===== config.mk =====
export PLATFORM = sky130hd
export DESIGN_NAME = pwm_multichannel_flat
export DESIGN_NICKNAME = d
export VERILOG_FILES = /design/src/rtl/pwm_multichannel_if.sv /design/src/rtl/pwm_multichannel.sv /design/src/flat_wrapper.sv
export SDC_FILE = /design/constraint.sdc
export NUM_CORES = 1
export LEC_CHECK = 0
export ABC_CLOCK_PERIOD_IN_PS = 2900
export BUFFER_PORTS_ARGS = -buffer_cell sky130_fd_sc_hd__buf_4
export CAP_MARGIN = 20
export CORE_UTILIZATION = 55
export CTS_CLUSTER_DIAMETER = 150
export CTS_CLUSTER_SIZE = 30
export DETAILED_ROUTE_END_ITERATION = 10
export PLACE_DENSITY = 0.87
export SLEW_MARGIN = 30
export SYNTH_ARGS = -nofsm -noshare
export SYNTH_HDL_FRONTEND = slang
export SYNTH_SLANG_ARGS = --single-unit

===== constraint.sdc =====
create_clock -name clk -period 2.9 [get_ports clk]
set_clock_uncertainty 0.2 [all_clocks]
set_input_delay 0.58 -clock clk [delete_from_list [all_inputs] [get_ports clk]]
set_output_delay 0.58 -clock clk [all_outputs]
set_load 0.02 [all_outputs]

===== src/rtl/pwm_multichannel_if.sv =====
// Control bus and PWM outputs of pwm_multichannel.
// Defining PWM_INVERT_EN adds the per-channel polarity vector.
interface pwm_multichannel_if #(
   parameter int WIDTH    = 8,
   parameter int CHANNELS = 4
);
   logic                      enable;
   logic [WIDTH-1:0]          period;
   logic [CHANNELS*WIDTH-1:0] duty;
   logic                      center_mode;
   logic                      duty_load;
`ifdef PWM_INVERT_EN
   logic [CHANNELS-1:0]       polarity;
`endif
   logic [CHANNELS-1:0]       pwm_out;
   logic                      period_end;
   logic                      update_pending;

`ifdef PWM_INVERT_EN
   modport master (output enable, period, duty, center_mode, duty_load, polarity,
                   input  pwm_out, period_end, update_pending);
   modport slave  (input  enable, period, duty, center_mode, duty_load, polarity,
                   output pwm_out, period_end, update_pending);
`else
   modport master (output enable, period, duty, center_mode, duty_load,
                   input  pwm_out, period_end, update_pending);
   modport slave  (input  enable, period, duty, center_mode, duty_load,
                   output pwm_out, period_end, update_pending);
`endif
endinterface


===== src/rtl/pwm_multichannel.sv =====
// Multi-channel PWM with a shared edge/center-aligned counter and double-buffered settings.
// Optional PWM_INVERT_EN: per-channel output polarity applied ahead of the output register.
module pwm_multichannel #(
   parameter int WIDTH    = 8,
   parameter int CHANNELS = 4
) (
   input logic               clk,
   input logic               reset,
   pwm_multichannel_if.slave bus
);

   typedef enum logic {DIR_UP, DIR_DOWN} dir_t;

   logic [WIDTH-1:0]          cnt;
   dir_t                      dir;
   logic [WIDTH-1:0]          period_s;
   logic [WIDTH-1:0]          period_a;
   logic [CHANNELS*WIDTH-1:0] duty_s;
   logic [CHANNELS*WIDTH-1:0] duty_a;
   logic                      mode_s;
   logic                      mode_a;
   logic                      pending;
   logic [CHANNELS-1:0]       pwm_q;
   logic                      period_end_q;
   logic                      terminal;
   logic                      transfer;
   logic [CHANNELS-1:0]       cmp;
   logic [CHANNELS-1:0]       pol;

`ifdef PWM_INVERT_EN
   assign pol = bus.polarity;
`else
   assign pol = '0;
`endif

   // A zero period makes every cycle terminal; period 1 in center mode ends while still counting up.
   always_comb begin
      terminal = 1'b0;
      if (period_a == '0)
         terminal = 1'b1;
      else if (!mode_a)
         terminal = (cnt == period_a);
      else
         terminal = (cnt == WIDTH'(1)) && ((dir == DIR_DOWN) || (period_a == WIDTH'(1)));
   end

   assign transfer = !bus.enable || terminal;

   always_comb begin
      cmp = '0;
      for (int i = 0; i < CHANNELS; i++)
         cmp[i] = (cnt < duty_a[i*WIDTH +: WIDTH]);
   end

   // A strobe on a transfer cycle bypasses the shadow wait and goes straight to the active set.
   always_ff @(posedge clk) begin
      if (!reset) begin
         cnt          <= '0;
         dir          <= DIR_UP;
         period_s     <= '1;
         period_a     <= '1;
         duty_s       <= '0;
         duty_a       <= '0;
         mode_s       <= 1'b0;
         mode_a       <= 1'b0;
         pending      <= 1'b0;
         pwm_q        <= pol;
         period_end_q <= 1'b0;
      end else begin
         if (bus.duty_load) begin
            period_s <= bus.period;
            duty_s   <= bus.duty;
            mode_s   <= bus.center_mode;
         end

         if (transfer && bus.duty_load) begin
            period_a <= bus.period;
            duty_a   <= bus.duty;
            mode_a   <= bus.center_mode;
            pending  <= 1'b0;
         end else if (transfer && pending) begin
            period_a <= period_s;
            duty_a   <= duty_s;
            mode_a   <= mode_s;
            pending  <= 1'b0;
         end else if (bus.duty_load) begin
            pending  <= 1'b1;
         end

         if (!bus.enable) begin
            cnt          <= '0;
            dir          <= DIR_UP;
            pwm_q        <= pol;
            period_end_q <= 1'b0;
         end else begin
            pwm_q        <= cmp ^ pol;
            period_end_q <= terminal;
            if (terminal) begin
               cnt <= '0;
               dir <= DIR_UP;
            end else if (!mode_a) begin
               cnt <= cnt + WIDTH'(1);
            end else if (dir == DIR_UP) begin
               if (cnt == period_a) begin
                  dir <= DIR_DOWN;
                  cnt <= cnt - WIDTH'(1);
               end else begin
                  cnt <= cnt + WIDTH'(1);
               end
            end else begin
               cnt <= cnt - WIDTH'(1);
            end
         end
      end
   end

   assign bus.pwm_out        = pwm_q;
   assign bus.period_end     = period_end_q;
   assign bus.update_pending = pending;

endmodule


===== src/flat_wrapper.sv =====
// flat-port wrapper written by rule: the top's interface ports become plain ports
module pwm_multichannel_flat 
#(
   parameter int WIDTH    = 8,
   parameter int CHANNELS = 4
)
  (clk, reset, bus_enable, bus_period, bus_duty, bus_center_mode, bus_duty_load, bus_pwm_out, bus_period_end, bus_update_pending);
  pwm_multichannel_if #(.WIDTH(WIDTH), .CHANNELS(CHANNELS)) bus_i ();
  input logic clk;
  input logic reset;
  input wire logic [$bits(bus_i.enable)-1:0] bus_enable;
  input wire logic [$bits(bus_i.period)-1:0] bus_period;
  input wire logic [$bits(bus_i.duty)-1:0] bus_duty;
  input wire logic [$bits(bus_i.center_mode)-1:0] bus_center_mode;
  input wire logic [$bits(bus_i.duty_load)-1:0] bus_duty_load;
  output wire logic [$bits(bus_i.pwm_out)-1:0] bus_pwm_out;
  output wire logic [$bits(bus_i.period_end)-1:0] bus_period_end;
  output wire logic [$bits(bus_i.update_pending)-1:0] bus_update_pending;
  assign bus_i.enable = bus_enable;
  assign bus_i.period = bus_period;
  assign bus_i.duty = bus_duty;
  assign bus_i.center_mode = bus_center_mode;
  assign bus_i.duty_load = bus_duty_load;
  assign bus_pwm_out = bus_i.pwm_out;
  assign bus_period_end = bus_i.period_end;
  assign bus_update_pending = bus_i.update_pending;
  pwm_multichannel #(.WIDTH(WIDTH), .CHANNELS(CHANNELS)) u_core (.clk(clk), .reset(reset), .bus(bus_i));
endmodule

==> results of run 1 <==
-- Yosys cell counts, types with 2 or more instances --
master    instances  area, sq um
dfxtp_1          97         1940
mux2i_1          46          460
nor2b_1          35          219
inv_1            33          124
ha_1             31          388
o22ai_1          27          169
nand2_1          21         78.8
nor2_1           17         63.8
o21ai_0          13         65.1
a21o_1           10         75.1
a21oi_1           9         45.0
xnor2_1           9         78.8
clkbuf_1          8         30.0
buf_6             6         67.6
buf_2             5         25.0
nand3_1           5         25.0
nor4_1            5         31.3
a211oi_1          4         30.0
buf_4             4         30.0
nand2b_1          4         25.0
nand4_1           4         25.0
nor3_1            4         20.0
o311ai_0          4         35.0
or4_1             4         30.0
a21oi_2           2         17.5
a31oi_1           2         12.5
and3_1            2         12.5
o21ai_1           2         10.0
or3_1             2         12.5
-- per-stage QoR --
stage / area [sq um] / cells / util [%] / setup WS (ns) / power [uW]
2_1_floorplan: 4370 / 434 / - / 0.786 / 1680
3_3_place_gp: 4810 / 575 / 62.5 / 0.638 / 1770
3_5_place_dp: 4810 / 575 / 62.5 / 0.532 / 1790
4_1_cts: 5000 / 589 / 65.0 / 0.515 / 2640
5_1_grt: 5000 / 589 / 65.0 / 0.336 / 2730
6_report: 5000 / 589 / 65.0 / 0.482 / 2630
-- registers in the layout, indices dropped and copies added (netlist names) --
name,count
u_core.duty_a,32
u_core.duty_s,32
u_core.dir,1
u_core.period_s,8
u_core.mode_s,1
u_core.bus.pwm_out,4
u_core.bus.period_end,1
u_core.mode_a,1
u_core.cnt,8
u_core.bus.update_pending,1
u_core.period_a,8
-- cell type report --
type	count	area, sq um
Clock inverter	4	53.8
Tap cell	102	128
Clock buffer	10	138
Sequential cell	97	1940
Multi-Input combinational cell	281	2150
Inverter	33	124
Timing Repair Buffer	62	465
Fill cell	609	2690
-- power by group through the flow --
| stage | Sequential [uW] | Combinational, uW | Clock, uW |
|---|---|---|---|
| after global routing | 1440 | 356 | 934 |
| after detailed placement | 1460 | 321 | 0 |
| after floorplan | 1460 | 214 | 0 |
| final | 1430 | 323 | 869 |
| after global placement | 1460 | 307 | 0 |
| after CTS | 1430 | 325 | 881 |
-- metal layers --
| metal | GRT usage, % | share of wire, % |
|---|---|---|
| met1 | 27.7 | 42 |
| met2 | 42.1 | 50 |
| met3 | 3.69 | 5.5 |
| met4 | 13.8 | 2.4 |
| met5 | 0 | 0 |
-- worst paths after layout --
path	slack, ns	startpoint	end	cells after the start
max	0.48	u_core.cnt[0]	u_core.duty_a[8]	8
min	0.26	bus_period[4]	u_core.period_s[4]	3
max reg2reg	0.48	u_core.cnt[0]	u_core.duty_a[8]	8
min reg2reg	0.27	u_core.duty_a[0]	u_core.duty_a[0]	2
-- tightest hold or removal path, cell delays in order --
cell and delay, ns:
buf_4 0.08, mux2i_1 0.08, nand2_1 0.07
-- cell families after synthesis --
group           Yosys count
simple gates            113
fa+ha+maj                31
xor+xnor                  9
compound gates           82
flops                    97
buf+inv                  56
mux                      46
==> impl_results.md, run 1 <==
* Status: finished, final reports clean
* Clock group share of total power at 33.1%
* Global-route wire length before repair at between 15 and 20 mm
* Xor/xnor share of the synthesized area at under 10%
* Maximum fanout along the worst path at 14
* Crit-path slowest cell: dfxtp_1
* Share of synthesized registers carrying an async set or reset at 0%
* CTS tree: yes
* Final setup violation count at 0
* Main combinational cell family by area after synthesis: simple AND/OR/NAND/NOR gates
* Kind of cell adding the most delay to the critical path: compound AO/OA/AOI/OAI gates
* Combinational fraction of design power at around 12%
* Share of cells above drive strength 1 at a little under a fifth
* Hold Path Class: input pin to flop
* Min Hold Slack at roughly 0.26 ns
* #FFs+latches synth at 97
* Setup TNS at 0 ns
* Mean Syn Cell Area at 10.1 sq um
* CTS sink count at 97
* Vias per std cell at approximately 5.6
* Reg clk slew, reported paths at ~0.090 ns
* Power density over cell area at about 530 mW/mm^2
* Slew @ Worst Pin at 0.533 ns
* # rows at 32
* Leakage at ~0.0021 uW
* Clock latency on the worst-skew pair at 0.36 ns
* Post-route antenna net violation count at 0
* Post-Synth Simple-Gate Area at approximately 15%
* Vias at 3302
* DRT Pass-1 Iters at 4
* Primary FF master, synth: dfxtp_1
* Net Count, Synth at ~500
* CTS Hold Bufs at 0
* GR Util All Layers at 24.0%
* Highest-count cells in the layout ignoring fill and taps: 97 x dfxtp_1, 62 x buf_4, 46 x mux2i_1, 35 x nor2b_1, 33 x inv_1
* Sw Share at between 20% and 30%
* Clock Tree Buf Depth at 2
* Commonest non-fill, non-tap cell in the layout: dfxtp_1
* Die width at ~90 um
* Routed Wire Length at roughly 9.2 mm
* Period utilization at approximately 83%
* Layout area overhead at 14.5%
* Post-Syn Area at ~0.0044 sq mm
* RSZ-0062 raised after global routing: no
* Peak VDD IR at roughly 0.0003 V
* Initial antenna violation count at 0
* Top Ports at a little over 50
* Buffers & Inverters on Critical Path at 1
* Detailed Place HPWL at roughly 6.4 mm
* DIE AREA at 0.00830 sq mm
* Routability cong. at about 0.92
* Critical Path RT at a little under 3 ns
* Seq/Total Area, Yosys at about 44%
* CP Cell Sequence: ha_1 > nor2b_1 > a31oi_1 > or2_1 > nand3_2 > o221ai_4 > buf_4 > o21ai_0
* Synth Area in Compound Gates at between 10% and 20%
* Cells after Synth at approximately 430
* Initial cell density of the core at a little under three fifths
* Postcts setup bufs at 0
* Max Cap Viol at 0
* Psw at ~650 uW
* WP data arrival at 2.46 ns
* Iter 0 DRT Violations at roughly 240
* Fin. Hold Viols at 0
* Post-synth EDFFs at 0
* Root buffer cell: clkbuf_8
* Peak Freq at around 410 MHz
* Multiplexer area fraction after synthesis at a little over a tenth
* Sequential share of power at a little over half
* Crit-path max cell delay at approximately 0.44 ns
* Detailed-route DRC error count at 0
* Core ar. at between 0.007 and 0.008 sq mm
* # nets final at 560
* Die Span Y at 91.1 um
* Total grt overflow at 0
* Critical path type: flop to flop
* Post-cts sizing count at 0
* Ys Warns at 0
* Setup crit end kind: flop
* Wirelength per Cell at around 16 um
* Port buffer count at 50
* CP startpoint kind: flop
* Pint at ~2000 uW
* Largest net degree at the start of global routing at 45
* Max-slew violations at 0
* Yosys cell types at 48
* Vias in the first global route at about 3500
* Worst slew margin at 64.5%
* H-tree depth at 3
* Synth Area in Adders at 8.89%
* Tmin final at about 2.4 ns
* Ant diodes at 0
* CTS Buf Count at 9
(Power assumes the default switching activity.)
==> run 2: changes to the inputs <==
--- a/config.mk
+++ b/config.mk
@@ -5,14 +5,15 @@
 export SDC_FILE = /design/constraint.sdc
 export NUM_CORES = 1
 export LEC_CHECK = 0
-export ABC_CLOCK_PERIOD_IN_PS = 2900
+export ABC_AREA = 1
+export ABC_CLOCK_PERIOD_IN_PS = 2300
 export BUFFER_PORTS_ARGS = -buffer_cell sky130_fd_sc_hd__buf_4
 export CAP_MARGIN = 20
 export CORE_UTILIZATION = 55
 export CTS_CLUSTER_DIAMETER = 150
 export CTS_CLUSTER_SIZE = 30
 export DETAILED_ROUTE_END_ITERATION = 10
-export PLACE_DENSITY = 0.87
+export PLACE_DENSITY = 0.86
 export SLEW_MARGIN = 30
 export SYNTH_ARGS = -nofsm -noshare
 export SYNTH_HDL_FRONTEND = slang
==> constraint.sdc (replaced) <==
create_clock -name clk -period 2.3 [get_ports clk]
set_clock_uncertainty 0.2 [all_clocks]
set_input_delay 0.46 -clock clk [delete_from_list [all_inputs] [get_ports clk]]
set_output_delay 0.46 -clock clk [all_outputs]
set_load 0.02 [all_outputs]
==> run 2 against run 1 <==
Compared with the run above: utilization is 0.55 points lower; die area increased by 18%; routed wire length rose by 32%.
==> impl_results.md, run 2 <==
* Register-to-register setup slack at 0.08 ns (-0.40 ns)
* RSZ-0062 raised after global routing: no
* Critical Path Stages at 11 (+3)
* Post-route antenna net violation count at 0 (unchanged)
* Kind of cell adding the most delay to the critical path: simple AND/OR/NAND/NOR gates
* Ys Warns at 0 (unchanged)
* Buffers & Inverters on Critical Path at 2 (+1)
* Root buffer cell: clkbuf_8
* Share of synthesized registers carrying an async set or reset at 0% (unchanged)
* Crit. Startpoint: u_core.cnt[7]
* Crit-path max cell delay at 0.41 ns (-0.03 ns)
* Vias at 4757 (+44%)
* Vias per std cell at 5.18 (-7.6%)
* Area leader, netlist: dfxtp_1
* Slew @ Worst Pin at 0.467 ns (-0.0656 ns)
* GR Util All Layers at 26.1% (+2.1 points)
* WP data arrival at 2.28 ns (-0.18 ns)
* Routed wl met2 at 5.71 mm (+24%)
* Total grt overflow at 0 (unchanged)
* CTS tree: yes
* Maximum fanout along the worst path at 37 (+23)
* Largest net degree at the start of global routing at 75 (+67%)
* Reg2reg path depth at 11 (+3)
* CP endpoint: u_core.duty_a[21]
* Status: finished, final reports clean
* Post-Synth Simple-Gate Area at 29.8% (+15 points)
* Post-cts sizing count at 0 (unchanged)
* Synth Area in Adders at 7.50% (-1.4 points)
* Iter 0 DRT Violations at 274 (+16%)
* Critical path type: flop to flop
* Detailed Place HPWL at 8.49 mm (+33%)
* CP Cell Sequence: inv_1 > nand2_1 > nand2_1 > nand2_1 > nor2_2 > nand3_4 > nand3_4 > nand2_2 > clkbuf_16 > a21oi_1 > nor2_1
* Vias in the first global route at 4423 (+28%)
* Commonest non-fill, non-tap cell in the layout: nand2_1
* CTS Hold Bufs at 0 (unchanged)
* CP startpoint kind: flop
* Routability cong. at 0.917 (about the same)
* Detailed-route DRC error count at 0 (unchanged)
* Yosys cell types at 25 (-48%)
* Hold Path Class: input pin to flop
* Worst reg2reg path endpoint: u_core.duty_a[21]
* Top cell type's share of synthesized area at 37.6% (-6.9 points)
* Synth top area cells: dfxtp_1 38%, nand2_1 13%, inv_1 9.1%, ha_1 7.5%, nor2_1 5.9%
* Post-synth EDFFs at 0 (unchanged)
* Wirelength per Cell at 13.3 um (-15%)
* Power density over cell area at 602 mW/mm^2 (+15%)
* Clock latency on the worst-skew pair at 0.36 ns (about the same)
* Multiplexer area fraction after synthesis at 0% (-11 points)
* Initial antenna violation count at 0 (unchanged)
* Worst slack, placed at 0.131 ns (-0.400 ns)
* Setup crit end kind: flop
* Post-Syn Area at 0.00517 sq mm (+18%)
* Highest-count cells in the layout ignoring fill and taps: 173 x nand2_1, 126 x inv_1, 96 x dfxtp_1, 81 x nor2_1, 66 x buf_4
* Initial cell density of the core at 56.5% (-0.30 points)
* Die width at 99.0 um (+8.6%)
* DRT Pass-1 Iters at 5 (+1)
* # nets final at 878 (+57%)
* Top Ports at 51 (unchanged)
* Postcts setup bufs at 0 (unchanged)
* Main combinational cell family by area after synthesis: simple AND/OR/NAND/NOR gates
* Peak Freq at 451 MHz (+9.0%)
* Xor/xnor share of the synthesized area at 2.20% (+0.40 points)
* #FFs+latches synth at 97 (unchanged)
* Max Cap Viol at 0 (unchanged)
* Max-slew violations at 0 (unchanged)
* Peak VDD IR at 0.000364 V (+18%)
* Fin. Hold Viols at 0 (unchanged)
* Worst r2r src: u_core.cnt[7]
* Layout area overhead at 14.1%
* CP most frequent cell: nand2_1
* Clock Tree Buf Depth at 2 (unchanged)
* DIE AREA at 0.00979 sq mm (+18%)
* Period utilization at 96.4% (+13 points)
* Mean Syn Cell Area at 6.82 sq um (-32%)
* Crit-path slowest cell: dfxtp_1
* Global-route wire length before repair at 20.5 mm (+29%)
* Count leader, synth: nand2_1
* Routed Wire Length at 12.2 mm (+32%)
* WL met3 at 717 um (+41%)
* Share of cells above drive strength 1 at 13.9% (-4.2 points)
* Tmin final at 2.22 ns (-0.200 ns)
* Die Span Y at 99.0 um (+8.6%)
* Post-synth top cells: 173 x nand2_1, 126 x inv_1, 97 x dfxtp_1
* Critical Path RT at 2.37 ns (-0.57 ns)
* Seq/Total Area, Yosys at 37.6% (-6.9 points)
* Final core occ at 64.5% (-0.55 points)
* Primary FF master, synth: dfxtp_1
* Port buffer count at 50 (unchanged)
* Worst slew margin at 68.9% (+4.4 points)
* Reg clk slew, reported paths at 0.10 ns (about the same)
* Setup TNS at 0 ns (unchanged)
* CTS sink count at 97 (unchanged)
* CTS Buf Count at 9 (unchanged)
* Setup ws final at 0.0818 ns (-0.400 ns)
* Cells after Synth at 758 (+75%)
* Top Registers: u_core.duty_a (32), u_core.duty_s (32)
* Min Hold Slack at 0.188 ns (-0.0720 ns)
* Ant diodes at 0 (unchanged)
* Metal1 wirelength at 5.62 mm (+43%)
* Final setup violation count at 0 (unchanged)
* Top routing layer in use: met4
* # rows at 35 (+9.4%)
* Leakage at 0.00294 uW (+41%)
* Core ar. at 0.00915 sq mm (+19%)
* H-tree depth at 3 (unchanged)
* Net Count, Synth at 834 (+64%)
* Synth Area in Compound Gates at 10.2% (-2.9 points)
run 2: cells by family after synthesis:
kind of cell,Yosys count
simple gates,350
buf+inv,165
compound gates,102
flops,97
fa+ha+maj,31
xor+xnor,13
run 2: layout make-up:
| class | instances | area, sq um |
|---|---|---|
| clock buffer | 9 | 124 |
| clock inverter | 7 | 77.6 |
| tap | 111 | 139 |
| sequential | 97 | 1940 |
| multi-input combinational | 496 | 2570 |
| fill | 814 | 3250 |
| timing repair buffer | 69 | 561 |
| inverter | 129 | 484 |
run 2: worst reg2reg max path, delay by kind of cell (launching register included):
kind | cells | cell delay, ns
compound gates | 1 | 0.19
flops | 1 | 0.41
simple gates | 8 | 0.87
buf+inv | 2 | 0.45
run 2: stage by stage:
step | cells | total power [uW] | instance area [sq um]
2_1_floorplan | 758 | 2260 | 5170
3_3_place_gp | 901 | 2410 | 5670
3_5_place_dp | 901 | 2430 | 5670
4_1_cts | 917 | 3570 | 5870
5_1_grt | 918 | 3730 | 5900
6_report | 918 | 3550 | 5900
run 2: worst min-delay path by stage:
stage	from	end	slack, ns	depth (start not counted)
after floorplan	u_core.period_a[1]	u_core.period_a[1]	0.26	2
after global placement	u_core.period_a[5]	u_core.period_a[5]	0.29	2
after detailed placement	u_core.period_a[1]	u_core.period_a[1]	0.29	2
after CTS	bus_period[6]	u_core.period_s[6]	0.18	4
after global routing	reset	u_core.duty_a[30]	0.19	3
final	bus_period[2]	u_core.period_s[2]	0.19	4
run 2: metal layers:
layer	track usage, %	up-vias
met3	4.82	14
met5	0	-
li1	-	2465
met1	34.0	2156
met4	7.35	0
met2	44.2	122
run 2: where the power goes:
group	switching, uW	leakage (uW)	total (uW)	internal, uW
Combinational	350	0.00204	592	242
Sequential	36.7	0.000800	1820	1780
Clock	633	0.0000938	1150	512
Total	1020	0.00294	3550	2530
==> run 3: changes to the inputs <==
--- a/config.mk
+++ b/config.mk
@@ -6,14 +6,17 @@
 export NUM_CORES = 1
 export LEC_CHECK = 0
 export ABC_AREA = 1
-export ABC_CLOCK_PERIOD_IN_PS = 2300
+export ABC_CLOCK_PERIOD_IN_PS = 2400
 export BUFFER_PORTS_ARGS = -buffer_cell sky130_fd_sc_hd__buf_4
 export CAP_MARGIN = 20
-export CORE_UTILIZATION = 55
+export CELL_PAD_IN_SITES_DETAIL_PLACEMENT = 0
+export CELL_PAD_IN_SITES_GLOBAL_PLACEMENT = 1
+export CORE_MARGIN = 2
+export CORE_UTILIZATION = 43
 export CTS_CLUSTER_DIAMETER = 150
 export CTS_CLUSTER_SIZE = 30
 export DETAILED_ROUTE_END_ITERATION = 10
-export PLACE_DENSITY = 0.86
+export PLACE_DENSITY = 0.92
 export SLEW_MARGIN = 30
 export SYNTH_ARGS = -nofsm -noshare
 export SYNTH_HDL_FRONTEND = slang
==> constraint.sdc (replaced) <==
create_clock -name clk -period 2.4 [get_ports clk]
set_clock_uncertainty 0.2 [all_clocks]
set_input_delay 0.48 -clock clk [delete_from_list [all_inputs] [get_ports clk]]
set_output_delay 0.48 -clock clk [all_outputs]
set_load 0.02 [all_outputs]
==> run 3 against run 2 <==
Compared with the run above: flip-flop and latch count did not move; worst setup slack gained 0.14 ns; routed wire length up 0.75%; die area is 32% higher; clock-buffer cell count grew 3; critical endpoint is now u_core.duty_a[15]; largest power group unchanged.
==> impl_results.md, run 3 (synthesis gave the netlist of run 2 again) <==
* Vias per std cell at 4.97 (-4.2%)
* Wirelength per Cell at 12.9 um (-3.1%)
* Top Registers: u_core.duty_a (32), u_core.duty_s (32)
* Tmin final at 2.18 ns (-0.0431 ns)
* Root buffer cell: clkbuf_16
* # nets final at 878 (unchanged)
* Setup crit end kind: flop
* CTS sink count at 97 (unchanged)
* Worst hold stages at 4 (unchanged)
* GR Util All Layers at 20.2% (-5.9 points)
* Reg2reg path depth at 12 (+1)
* RSZ-0062 raised after global routing: no
* Setup TNS at 0 ns (unchanged)
* Slew @ Worst Pin at 0.423 ns (-0.0436 ns)
* Critical Path RT at 2.44 ns (+0.07 ns)
* Leakage at 0.00299 uW (+1.8%)
* Max-slew violations at 0 (unchanged)
* Commonest non-fill, non-tap cell in the layout: nand2_1
* Maximum fanout along the worst path at 74 (+100%)
* Core ar. at 0.0119 sq mm (+30%)
* Initial cell density of the core at 43.6% (-13 points)
* Global-route wire length before repair at 20.8 mm (+1.3%)
* # rows at 40 (+14%)
* Post-cts sizing count at 0 (unchanged)
* Worst r2r src: u_core.cnt[4]
* Tot Pwr at 3820 uW (+7.5%)
* Peak VDD IR at 0.000350 V (-3.8%)
* Iter 0 DRT Violations at 180 (-34%)
* Multi-input logic area at 0.00257 sq mm (unchanged)
* Critical path type: flop to flop
* Reg clk slew, reported paths at 0.07 ns (-0.03 ns)
* Peak Freq at 460 MHz (+2.0%)
* Worst slew margin at 71.7% (+2.9 points)
* Vias in the first global route at 4395 (-0.63%)
* # fillers at 1181 (+45%)
* Highest-count cells in the layout ignoring fill and taps: 173 x nand2_1, 126 x inv_1, 97 x dfxtp_1, 81 x nor2_1, 66 x buf_4
* Status: finished, final reports clean
* Crit-path slowest cell: dfxtp_1
* Detailed Place HPWL at 8.61 mm (+1.4%)
* DRT Pass-1 Iters at 4 (-1)
* Largest net degree at the start of global routing at 75 (unchanged)
* Hold_sp: bus_period[0]
* Die width at 114 um (+15%)
* Postcts setup bufs at 0 (unchanged)
* WP data arrival at 2.21 ns (-0.07 ns)
* Top Ports at 51 (unchanged)
* Crit. Startpoint: u_core.cnt[4]
* CTS tree: yes
* Hold Path Class: input pin to flop
* Post-route antenna net violation count at 0 (unchanged)
* CP startpoint kind: flop
* Routed Wire Length at 12.3 mm (+0.75%)
* Worst hold endpoint: u_core.period_s[0]
* Initial antenna violation count at 0 (unchanged)
* Ant diodes at 0 (unchanged)
* Clock Tree Buf Depth at 2 (unchanged)
* H-tree depth at 3 (unchanged)
* Total grt overflow at 0 (unchanged)
* CP Cell Sequence: inv_2 > nand2_1 > nand2_1 > nand2_1 > nor2_4 > nand3_4 > nand3_4 > nand2_2 > buf_12 > nand2_1 > nand2_1 > nor2_1
* DIE AREA at 0.0129 sq mm (+32%)
* Die Span Y at 114 um (+15%)
* Vias at 4738 (-0.40%)
* Share of cells above drive strength 1 at 13.8% (-0.12 points)
* Routability cong. at 0.805 (-12%)
* Period utilization at 90.6% (-5.8 points)
* Register-to-register setup slack at 0.22 ns (+0.14 ns)
* CTS Buf Count at 9 (unchanged)
* CTS Hold Bufs at 0 (unchanged)
* Final core occ at 51.0% (-13 points)
* Power density over cell area at 631 mW/mm^2 (+4.8%)
* Fin. Hold Viols at 0 (unchanged)
* Port buffer count at 50 (unchanged)
* Max Cap Viol at 0 (unchanged)
* Register area at 0.00194 sq mm (about the same)
* Clock latency on the worst-skew pair at 0.35 ns (about the same)
* Final setup violation count at 0 (unchanged)
* CP most frequent cell: nand2_1
* Worst reg2reg path endpoint: u_core.duty_a[15]
* Layout area overhead at 17.1%
* Detailed-route DRC error count at 0 (unchanged)
* Crit-path max cell delay at 0.46 ns (+0.05 ns)
## run 3: how the worst max path moves through the flow
stage,end,slack [ns],depth (start not counted)
after floorplan,u_core.duty_a[10],0.39,12
after global placement,u_core.duty_a[13],0.32,12
after detailed placement,u_core.duty_a[18],0.28,12
after CTS,u_core.duty_a[15],0.24,12
after global routing,u_core.duty_a[31],0.06,12
final,u_core.duty_a[15],0.22,12
## run 3: final cells by class
type,instances,area share [%]
well taps,147,3.04
flip-flops and latches,97,32.1
repair buffers,69,9.18
clock inverters,4,0.827
multi-input cells,496,42.5
clock buffers,12,4.40
inverters,129,8.00
## run 3: report_power, final
group | switching (uW) | internal (uW) | leakage (uW)
Sequential | 33.2 | 1710 | 0.000799
Clock | 626 | 892 | 0.000151
Combinational | 333 | 230 | 0.00204
Total | 992 | 2830 | 0.00299
## run 3: critical path: cells and delay by family (launching register included)
kind | cells | cell delay (ns)
flip-flops | 1 | 0.46
AND/OR/NAND/NOR | 10 | 0.97
buffers and inverters | 2 | 0.37
## run 3: per-layer routing
layer	vias to the layer above	GRT usage, %	part of all wire, %
li1	2472	-	-
met1	2175	26.9	48
met2	82	32.9	47
met3	9	4.20	4.0
met4	0	6.42	1.1
met5	-	0	0
## run 3: stage by stage
stage / setup WS, ns / hold slack [ns] / cells / cell area [sq um]
finish: 0.225 / 0.216 / 954 / 6050
floorplan: 0.389 / 0.264 / 758 / 5170
global route: 0.0614 / 0.222 / 954 / 6050
global placement: 0.320 / 0.286 / 938 / 5740
CTS: 0.244 / 0.206 / 954 / 6050
detailed placement: 0.282 / 0.272 / 938 / 5740
